### src/rtl/ctrl_biquad_pkg.sv
// Shared constants for the biquad sequencer: datapath format, select codes
// and FSM state encodings.
package ctrl_biquad_pkg;

  localparam int N = 16;
  localparam int F = 14;

  localparam logic [2:0] SEL_S_ZERO = 3'b000;
  localparam logic [2:0] SEL_S_A1   = 3'b001;
  localparam logic [2:0] SEL_S_A2   = 3'b010;
  localparam logic [2:0] SEL_S_B0   = 3'b011;
  localparam logic [2:0] SEL_S_B1   = 3'b100;
  localparam logic [2:0] SEL_S_B2   = 3'b101;

  localparam logic [1:0] SEL_C_ZERO = 2'b00;
  localparam logic [1:0] SEL_C_FK1  = 2'b01;
  localparam logic [1:0] SEL_C_FK2  = 2'b10;
  localparam logic [1:0] SEL_C_FK   = 2'b11;

  localparam logic [2:0] SEL_Z_ZERO  = 3'b000;
  localparam logic [2:0] SEL_Z_UK    = 3'b001;
  localparam logic [2:0] SEL_Z_YK    = 3'b010;
  localparam logic [2:0] SEL_Z_ACUM1 = 3'b011;
  localparam logic [2:0] SEL_Z_ACUM2 = 3'b100;
  localparam logic [2:0] SEL_Z_ACUM3 = 3'b101;

  typedef enum logic [2:0] {
    ST_IDLE  = 3'd0,
    ST_A1    = 3'd1,
    ST_A2    = 3'd2,
    ST_B0    = 3'd3,
    ST_B1    = 3'd4,
    ST_B2    = 3'd5,
    ST_SHIFT = 3'd6
  } state_e;

  function automatic int cnt_w(input int k);
    return (k <= 2) ? 1 : $clog2(k);
  endfunction

endpackage

### src/rtl/ctrl_biquad_step_timer.sv
// K-cycle step counter for the biquad sequencer; clears when idle and
// wraps to zero on the last cycle of each step.
module step_timer
  import ctrl_biquad_pkg::*;
#(
  parameter int K = 1
) (
  input  logic clk,
  input  logic reset,
  input  logic i_run,
  output logic o_start,
  output logic o_last
);

  localparam int W = cnt_w(K);
  localparam logic [W-1:0] LAST = W'(K - 1);

  logic [W-1:0] r_cnt;

  assign o_start = i_run && (r_cnt == '0);
  assign o_last  = i_run && (r_cnt == LAST);

  always_ff @(posedge clk or posedge reset) begin
    if (reset) begin
      r_cnt <= '0;
    end else if (!i_run || o_last) begin
      r_cnt <= '0;
    end else begin
      r_cnt <= r_cnt + 1'b1;
    end
  end

endmodule

### src/rtl/ctrl_biquad.sv
// Five-step MAC sequencer for the time-multiplexed biquad datapath.
// Optional sticky overrun flag: define CTRL_OVERRUN_EN.
module ctrl_biquad
  import ctrl_biquad_pkg::*;
#(
  parameter int STEP_CYCLES = 1
) (
  input  logic       clk,
  input  logic       reset,
  input  logic       sample_tick,
  output logic [2:0] controlS,
  output logic [1:0] controlC,
  output logic [2:0] controlZ,
  output logic       ld_uk,
  output logic       ld_acum1,
  output logic       ld_fk,
  output logic       ld_acum2,
  output logic       ld_acum3,
  output logic       ld_yk,
  output logic       shift_state,
  output logic       busy,
  output logic       done
`ifdef CTRL_OVERRUN_EN
  ,
  output logic       overrun
`endif
);

  state_e r_state;
  state_e w_next;
  logic   w_run;
  logic   w_start;
  logic   w_last;
  logic   w_idle;

  assign w_idle = (r_state == ST_IDLE);
  assign w_run  = (r_state != ST_IDLE) && (r_state != ST_SHIFT);

  step_timer #(
    .K(STEP_CYCLES)
  ) u_timer (
    .clk    (clk),
    .reset  (reset),
    .i_run  (w_run),
    .o_start(w_start),
    .o_last (w_last)
  );

  always_ff @(posedge clk or posedge reset) begin
    if (reset) begin
      r_state <= ST_IDLE;
    end else begin
      r_state <= w_next;
    end
  end

  always_comb begin
    w_next = r_state;
    unique case (r_state)
      ST_IDLE:  if (sample_tick) w_next = ST_A1;
      ST_A1:    if (w_last) w_next = ST_A2;
      ST_A2:    if (w_last) w_next = ST_B0;
      ST_B0:    if (w_last) w_next = ST_B1;
      ST_B1:    if (w_last) w_next = ST_B2;
      ST_B2:    if (w_last) w_next = ST_SHIFT;
      ST_SHIFT: w_next = ST_IDLE;
      default:  w_next = ST_IDLE;
    endcase
  end

  always_comb begin
    controlS    = SEL_S_ZERO;
    controlC    = SEL_C_ZERO;
    controlZ    = SEL_Z_ZERO;
    ld_acum1    = 1'b0;
    ld_fk       = 1'b0;
    ld_acum2    = 1'b0;
    ld_acum3    = 1'b0;
    ld_yk       = 1'b0;
    shift_state = 1'b0;
    done        = 1'b0;
    unique case (r_state)
      ST_IDLE: begin
      end
      ST_A1: begin
        controlS = SEL_S_A1;
        controlC = SEL_C_FK1;
        controlZ = SEL_Z_UK;
        ld_acum1 = w_last;
      end
      ST_A2: begin
        controlS = SEL_S_A2;
        controlC = SEL_C_FK2;
        controlZ = SEL_Z_ACUM1;
        ld_fk    = w_last;
      end
      ST_B0: begin
        controlS = SEL_S_B0;
        controlC = SEL_C_FK;
        controlZ = SEL_Z_ZERO;
        ld_acum2 = w_last;
      end
      ST_B1: begin
        controlS = SEL_S_B1;
        controlC = SEL_C_FK1;
        controlZ = SEL_Z_ACUM2;
        ld_acum3 = w_last;
      end
      ST_B2: begin
        controlS = SEL_S_B2;
        controlC = SEL_C_FK2;
        controlZ = SEL_Z_ACUM3;
        ld_yk    = w_last;
      end
      ST_SHIFT: begin
        shift_state = 1'b1;
        done        = 1'b1;
      end
      default: begin
      end
    endcase
  end

  // Only Mealy output; reset wins over a coincident tick
  assign ld_uk = sample_tick && w_idle && !reset;
  assign busy  = !w_idle;

`ifdef CTRL_OVERRUN_EN
  logic r_overrun;

  always_ff @(posedge clk or posedge reset) begin
    if (reset) begin
      r_overrun <= 1'b0;
    end else if (sample_tick && !w_idle) begin
      r_overrun <= 1'b1;
    end
  end

  assign overrun = r_overrun;
`endif

  // Every step begins on the first cycle after a state change
  a_step_entry: assert property (
    @(posedge clk) disable iff (reset)
    w_start |-> (r_state != $past(r_state))
  );

endmodule
### config.mk
export PLATFORM = sky130hd
export DESIGN_NAME = ctrl_biquad
export DESIGN_NICKNAME = d
export VERILOG_FILES = /design/src/rtl/ctrl_biquad_pkg.sv /design/src/rtl/ctrl_biquad_step_timer.sv /design/src/rtl/ctrl_biquad.sv
export SDC_FILE = /design/constraint.sdc
export NUM_CORES = 1
export LEC_CHECK = 0
export BUFFER_PORTS_ARGS = -buffer_cell sky130_fd_sc_hd__buf_2
export CAP_MARGIN = 40
export CORE_AREA = 2 2 39 41
export CTS_CLUSTER_SIZE = 30
export DETAILED_ROUTE_END_ITERATION = 10
export DIE_AREA = 0 0 41 43
export GPL_ROUTABILITY_DRIVEN = 0
export PLACE_DENSITY = 0.49
export SYNTH_ARGS = -nofsm -noshare
export SYNTH_HDL_FRONTEND = slang
export SYNTH_SLANG_ARGS = --single-unit
### constraint.sdc
create_clock -name clk -period 1.35 [get_ports clk]
set_input_delay 0.135 -clock clk [delete_from_list [all_inputs] [get_ports clk]]
set_output_delay 0.135 -clock clk [all_outputs]
set_load 0.05 [all_outputs]
After elaboration in Yosys (flattened, before gate mapping)
Index checks and enable logic that the tools add are counted.
{ "totals": {"reg_bits": 4, "latchBits": 0, "ram_bits": 0, "rom_bits": 0, "inputBits": 3, "output_inout_bits": 17, "word_cells": 47, "n_memories": 0} }
{ "classes": {"n_addsub": 1, "multipliers": 0, "n_div": 0, "order_cmp": 0, "n_eq_ne": 13, "shifts": 0, "muxes": 17, "n_bitwise": 1, "n_reduce_logical": 13} }
{ "ops": {"columns": ["cell", "count"], "rows": [
  ["$mux 3", 6],
  ["$pmux 3 s6", 1],
  ["$pmux 3 s5", 1],
  ["$pmux 3 s4", 1],
  ["$ne 2x1->1 const B", 5],
  ["$eq 3x3->1 const B", 3],
  ["$mux 1", 7],
  ["$eq 3x2->1 const B", 2],
  ["$pmux 2 s3", 1],
  ["$reduce_and 6->1", 1],
  ["$logic_and 1x1->1", 4],
  ["$reduce_or 2->1", 2],
  ["$eq 3x1->1 const B", 1],
  ["$logic_not 1->1", 3],
  ["$logic_not 3->1", 1],
  ["$ne 3x3->1 const B", 1],
  ["$reduce_bool 3->1", 1],
  ["$ne 2x2->1 const B", 1],
  ["$add 1x1->1 const B", 1],
  ["$logic_or 1x1->1", 1],
  ["$not 1->1", 1]
]} }

Longest topological paths before layout
Gate-level depths: netlist of run 1.
{ "depth": {"ltp_word": 5, "ltp_mapped": 4, "depth_no_buf": 3} }

Cells and area by module
Synthesis of run 1 repeated with hierarchy kept, for this count alone.
{ "hier_totals": {"hier_cells": 43, "hier_area_um2": 350.3} }
{ "by_module_without_submodules": {"columns": ["mod", "instances", "cells_per_inst", "area_each_um2", "seq_area_each_um2"], "rows": [
  ["ctrl_biquad", 1, 38, 296.5, 75.1],
  ["step_timer", 1, 5, 53.8, 25.0]
]} }

Worst setup path after synthesis of run 1
Ideal clock, no wire load.
{ "synth_timing": {"kind": "flip-flop to output port", "startpoint": "register r_state[2]", "endpoint": "output port controlZ[0]", "arrival_ns": 1.920, "required_time_ns": 1.215, "slack_ns": -0.705, "stages_incl_launch_ff": 5, "n_path_buf": 1, "cell_sequence": "dfrtp_1 > buf_6 > nand2b_1 > nor2_1 > o21bai_1"} }
{ "synth_between": {"elab_chain_len": 2, "word_cells_on_any_way": 5, "classes_between": "eq/ne (4); mux (1)"} }
{ "synth_rtl": {"columns": ["item", "line", "source"], "rows": [
  ["from (decl)", "ctrl_biquad.sv:29", "state_e r_state;"],
  ["from (signal assigned)", "ctrl_biquad.sv:53", "r_state <= w_next;"],
  ["$eq 3x3->1 (tied with other cells)", "ctrl_biquad.sv:82", "unique case (r_state)"],
  ["$pmux 3 s4 *", "ctrl_biquad.sv:82", null],
  ["to (decl)", "ctrl_biquad.sv:13", "output logic [2:0] controlZ,"]
]} }
Mark *: on every way between the ends. The rest lies on a longest branch, timed or not.

Worst setup path in the final report of run 1
{ "layout_timing": {"startpoint": "register r_state[2]", "endpoint": "output port ld_uk"} }
{ "layout_between": {"elab_chain_len": 3} }
{ "layout_rtl": {"columns": ["item", "line", "source"], "rows": [
  ["$logic_not 3->1", "ctrl_biquad.sv:36", "assign w_idle = (r_state == ST_IDLE);"],
  ["$logic_and 1x1->1 (2 in series)", "ctrl_biquad.sv:125", "assign ld_uk = sample_tick && w_idle && !reset;"],
  ["to (decl)", "ctrl_biquad.sv:14", "output logic ld_uk,"]
]} }
Every way passes these cells.

==> metrics.md, run 1 <==
| Metric | Value |
|---|---|
| Post-DP HPWL | `between 500 and 600 µm` |
| Core Rows | `14` |
| CTS Buffer Depth | `2` |
| Number of port buffers | `19` |
| Setup slack after layout | `-0.1837 ns` |
| Vias | `about 360` |
| Detailed Routing Iterations Pass 1 | `4` |
| Sink Count | `4` |
| Top cells by area, synth | `dfrtp_1 (33%), buf_4 (7.5%), mux2i_1 (6.7%)` |
| Critical path capture point type | `primary output` |
| Synthesis Warnings | `0` |
| Total gr overflow | `0` |
| Flop and latch count out of synthesis | `4` |
| Gr usage total | `between 10% and 20%` |
| Layout cells sized above 1 | `72.46%` |
| Status | `complete, but fails checks` |
| Min Tclk post-route | `approximately 1.5 ns` |
| Period utilisation layout | `113.6%` |
| Vias in the first global route | `341` |
| Fin. max-slew vios | `0` |
| Crit Path Category | `reg -> out` |
| Core area | `around 1400 µm²` |
| Post-Route WL | `959 µm` |
| Via density | `4.176` |
| Top post-synthesis cells by count | `dfrtp_1 (4), inv_1 (4), nor2_1 (4)` |
| Synth unique cells | `19` |
| Sequential area share after synthesis | `33.33%` |
| Setup Skew | `around 0.0061 ns` |
| Die Width | `41 µm` |
| Syn_nets | `40` |
| Later-pin clock latency in the skew report | `0.24 ns` |
| Failing checks | `setup timing` |
| WP data arrival | `1.40 ns` |
| Metal1 wirelength | `379 µm` |
| Number of synthesized flops with an enable pin | `0` |
| Post-route ant nets | `0` |
| CTS tree | `built` |
| Post-synthesis instance area | `300.3 µm²` |
| Met3 routed WL | `51 µm` |
| Boundary Pins | `20` |
| DR top layer | `met3` |
| Antenna cells | `0` |
| DR WL met2 | `527 µm` |
| Starting density of the core | `21.70%` |
| Area leader, netlist | `dfrtp_1` |
| Synth top area share | `33.33%` |
| Async SR Flop Fraction | `100.0%` |
| WP data required | `1.22 ns` |
| Mapped Cells | `37` |
| Top_reg_cell synth | `dfrtp_1` |
| Hold_ws | `0.2390 ns` |
| Root Driver | `clkbuf_4` |
| CP startpoint kind | `flop` |
| Drt first-iter violations | `1` |
| RR Startpoint | `r_state[0]` |
| Max_cap viols | `0` |
| Fin Setup TNS | `-1.079 ns` |
| HP Class | `in -> reg` |
| Largest net degree at the start of global routing | `8` |
| Drt drc | `0` |
| Die H | `43 µm` |
| P&R area growth vs syn | `133.3%` |
| RSZ-0062 raised after global routing | `yes` |
| Initial antenna violation count | `0` |
| Total CTS buffers | `3` |
| Clk pin slew, worst setup/hold paths | `0.04 ns` |
| Hold wc startpoint | `sample_tick` |
| Pre-CTS setup slack | `-0.01507 ns` |
| Total die area | `around 1800 µm²` |
| Net count, final | `74` |
| Final setup fails | `13` |
| Global-route wire length before repair | `1352 µm` |
| CTS H-tree depth | `1` |
| Util after Layout | `50.63%` |
| Max FO, Critical Path | `3` |
| DR WL/cell | `roughly 11 µm` |
| CP Launch Point | `r_state[2]` |
| Fin. Hold Viols | `0` |
| FMAX | `652.0 MHz` |
| Synthesized area per cell | `between 8 and 9 µm²` |
critical path: stages (launching register included):
cell and delay, ns:
dfrtp_1 0.39, or3_4 0.41, nor3b_4 0.18, buf_6 0.18
per-layer routing:
layer,GRT usage (%),vias up
li1,-,182
met1,13.11,162
met2,17.81,11
met3,4.712,0
met4,6.000,0
met5,0,-
final timing paths:
path	end	slack, ns	depth (start not counted)
setup reg to reg	r_state[1]	0.25	4
hold / removal	r_state[0]	0.24	3
setup / recovery	ld_uk	-0.18	3
hold reg to reg	r_state[1]	0.68	2
max in group asynchronous	u_timer.r_cnt	0.82	3
min in group asynchronous	r_state[0]	0.37	3
logic make-up after synthesis:
logic type | count (synthesis) | share of synthesized area [%]
other | 1 | 1.249
buffers and inverters | 8 | 16.25
AND/OR/NAND/NOR | 16 | 30.83
flip-flops | 4 | 33.33
AO/OA/AOI/OAI | 6 | 11.67
multiplexers | 2 | 6.667
state kept, by name, indices dropped and copies added, names as in the netlist:
name	count
u_timer.r_cnt	1
r_state	3
cell usage in the layout, fill, tap and decap left out, drive strengths merged, types with 2 or more instances in the layout:
| cell type | count |
|---|---|
| mux2i | 2 |
| o21ai | 2 |
| nor3 | 3 |
| inv | 4 |
| dfrtp | 4 |
| clkbuf | 3 |
| nand2b | 3 |
| buf | 32 |
| nor2 | 4 |
| nand2 | 2 |
| a21oi | 2 |
through the flow:
stage / instances / area [µm²]
5_1_grt: 85 / 700.7
6_report: 85 / 700.7
3_5_place_dp: 74 / 481.7
4_1_cts: 79 / 600.6
2_1_floorplan: 37 / 355.3
3_3_place_gp: 74 / 481.7
layout make-up:
cell class                 instances  area, µm²
inverter                           4      15.01
fill                             130      683.2
clock buffer                       3      22.52
tap                               16      20.02
multi-input combinational         25      234.0
sequential                         4      100.1
timing repair buffer              33      309.0
repair_timing:
action	CTS	global route
setup buffers	1	7
resized for setup	27	16
endpoints found under the hold margin	4	0
hold buffers	1	0
pin swaps	0	0
endpoints found under the setup margin	17	17
Power of run 1 is not shown: default switching activity piles up to over one toggle a cycle in this logic, so the estimate is an artifact.
==> inputs of run 2 (changes only) <==
--- a/config.mk
+++ b/config.mk
@@ -5,7 +5,7 @@
 export SDC_FILE = /design/constraint.sdc
 export NUM_CORES = 1
 export LEC_CHECK = 0
-export BUFFER_PORTS_ARGS = -buffer_cell sky130_fd_sc_hd__buf_2
+export BUFFER_PORTS_ARGS = -buffer_cell sky130_fd_sc_hd__buf_4
 export CAP_MARGIN = 40
 export CORE_AREA = 2 2 39 41
 export CTS_CLUSTER_SIZE = 30
==> run 2 against run 1 <==
The flow still finishes with violations (setup timing). Critical path depth unchanged. Via count up 2.3%. Hold slack better by 0.0073 ns. Fmax grew 1.5%. Cell count is 2.4% lower. Core utilization grew 0.54 points. Final area is 1.1% higher. Routed wire length fell by 11%. First-iteration DRC count rose to 5.0 times the previous value. Register-to-register slack better by 0.03 ns. Largest cell class unchanged.
==> metrics.md, run 2 (synthesized netlist as in run 1, its figures left out) <==
| Metric | Value |
|---|---|
| Crit Path Category | `reg -> out` |
| Net count, final | `72` |
| Max_cap viols | `0` |
| Detailed Routing Iterations Pass 1 | `2` |
| Filler instances | `139` |
| Sink Count | `4` |
| Total gr overflow | `0` |
| Max FFs per register | `3` |
| Die H | `43 µm` |
| Setup slack after layout | `-0.1611 ns` |
| Fin. Hold Viols | `0` |
| CTS Buffer Depth | `2` |
| Vias in the first global route | `338` |
| Boundary Pins | `20` |
| Most frequent cells in the layout | `buf_4 (14), buf_6 (13), dfrtp_1 (4)` |
| Register with the most flip-flops | `r_state` |
| FF-to-FF path depth | `5` |
| Top Registers | `r_state (3), u_timer.r_cnt (1)` |
| Placed cell areas | `521.8 µm²` |
| Fin Setup TNS | `-0.4650 ns` |
| Global-route wire length before repair | `1359 µm` |
| CP startpoint kind | `flop` |
| WP data arrival | `1.38 ns` |
| P&R area growth vs syn | `135.8%` |
| Vias | `between 300 and 400` |
| WP data required | `1.22 ns` |
| Worst Hold Depth | `3` |
| Antenna cells | `0` |
| CTS H-tree depth | `1` |
| Status | `complete, but fails checks` |
| RSZ-0062 raised after global routing | `yes` |
| Fin. max-slew vios | `0` |
| Number of port buffers | `19` |
| Post-route ant nets | `0` |
| Max FO, Critical Path | `3` |
| Post-Route WL | `853 µm` |
| Total CTS buffers | `3` |
| Failing checks | `setup timing` |
| Initial antenna violation count | `0` |
| Period utilisation layout | `111.9%` |
| Post-DP HPWL | `roughly 630 µm` |
| Root Driver | `clkbuf_4` |
| Final setup fails | `7` |
| Die Width | `just over 40 µm` |
| Core area | `about 1400 µm²` |
| Drt first-iter violations | `5` |
| Commonest non-fill, non-tap cell in the layout | `buf_4` |
| Layout cells sized above 1 | `73.13%` |
| Final instance area | `708.2 µm²` |
| Gr usage total | `11.30%` |
| Drt drc | `0` |
| Clk pin slew, worst setup/hold paths | `0.04 ns` |
| Largest net degree at the start of global routing | `8` |
| Core Rows | `14` |
| Setup Skew | `0.005142 ns` |
| DR WL/cell | `10.28 µm` |
| Starting density of the core | `21.70%` |
| CTS tree | `built` |
| Min Tclk post-route | `1.511 ns` |
| Fin cells | `83` |
| Placed instance count | `73` |
| Via density | `4.373` |
| Later-pin clock latency in the skew report | `roughly 0.23 ns` |
| HP Class | `in -> reg` |
| Total die area | `1763 µm²` |
| Critical path capture point type | `primary output` |
| FMAX | `661.8 MHz` |
==> run 2: critical path: stages (launching register included) <==
cell and delay (ns):
dfrtp_1 0.38, or3_4 0.41, nor3b_4 0.18, buf_6 0.18
==> run 2: path summary, 6_finish.rpt <==
kind                                     from             to  slack [ns]
worst max register to register     r_state[0]     r_state[0]        0.28
max in group asynchronous               reset     r_state[1]        0.81
worst min register to register  u_timer.r_cnt     r_state[1]        0.71
min in group asynchronous               reset  u_timer.r_cnt        0.38
worst min-delay path              sample_tick     r_state[0]        0.25
worst max-delay path               r_state[2]          ld_uk       -0.16
==> run 2: final cells by class <==
| cell class | count | area, µm² | share of cell area, % |
|---|---|---|---|
| repair buffers | 31 | 306.5 | 43.29 |
| multi-input cells | 25 | 241.5 | 34.10 |
| flip-flops and latches | 4 | 100.1 | 14.13 |
| clock buffers | 3 | 22.52 | 3.180 |
| well taps | 16 | 20.02 | 2.827 |
| inverters | 4 | 17.52 | 2.473 |
==> run 2: layer usage <==
layer | up-vias | GRT usage (%) | share of wire (%)
met3 | 0 | 4.712 | 5.5
met5 | - | 0 | 0
met4 | 0 | 4.000 | 0
met1 | 169 | 13.73 | 42
met2 | 11 | 17.19 | 52
li1 | 183 | - | -
==> run 2: what timing repair did <==
action	CTS	global route
pin swaps	1	3
endpoints found under the hold margin	4	0
hold buffers	1	0
setup buffers	2	4
setup endpoints to repair	14	14
gates resized for setup	12	17
==> run 2: stage by stage <==
stage / setup slack [ns] / utilization (%) / hold slack (ns)
floorplan: -0.2672 / - / -0.09892
global placement: 0.03551 / 37.70 / 0.05727
detailed placement: 0.02885 / 37.70 / 0.05857
CTS: -0.1875 / 44.30 / 0.2420
global route: -0.2169 / 51.18 / 0.2564
finish: -0.1611 / 51.18 / 0.2464
Power of run 2 is left out for the same reason.
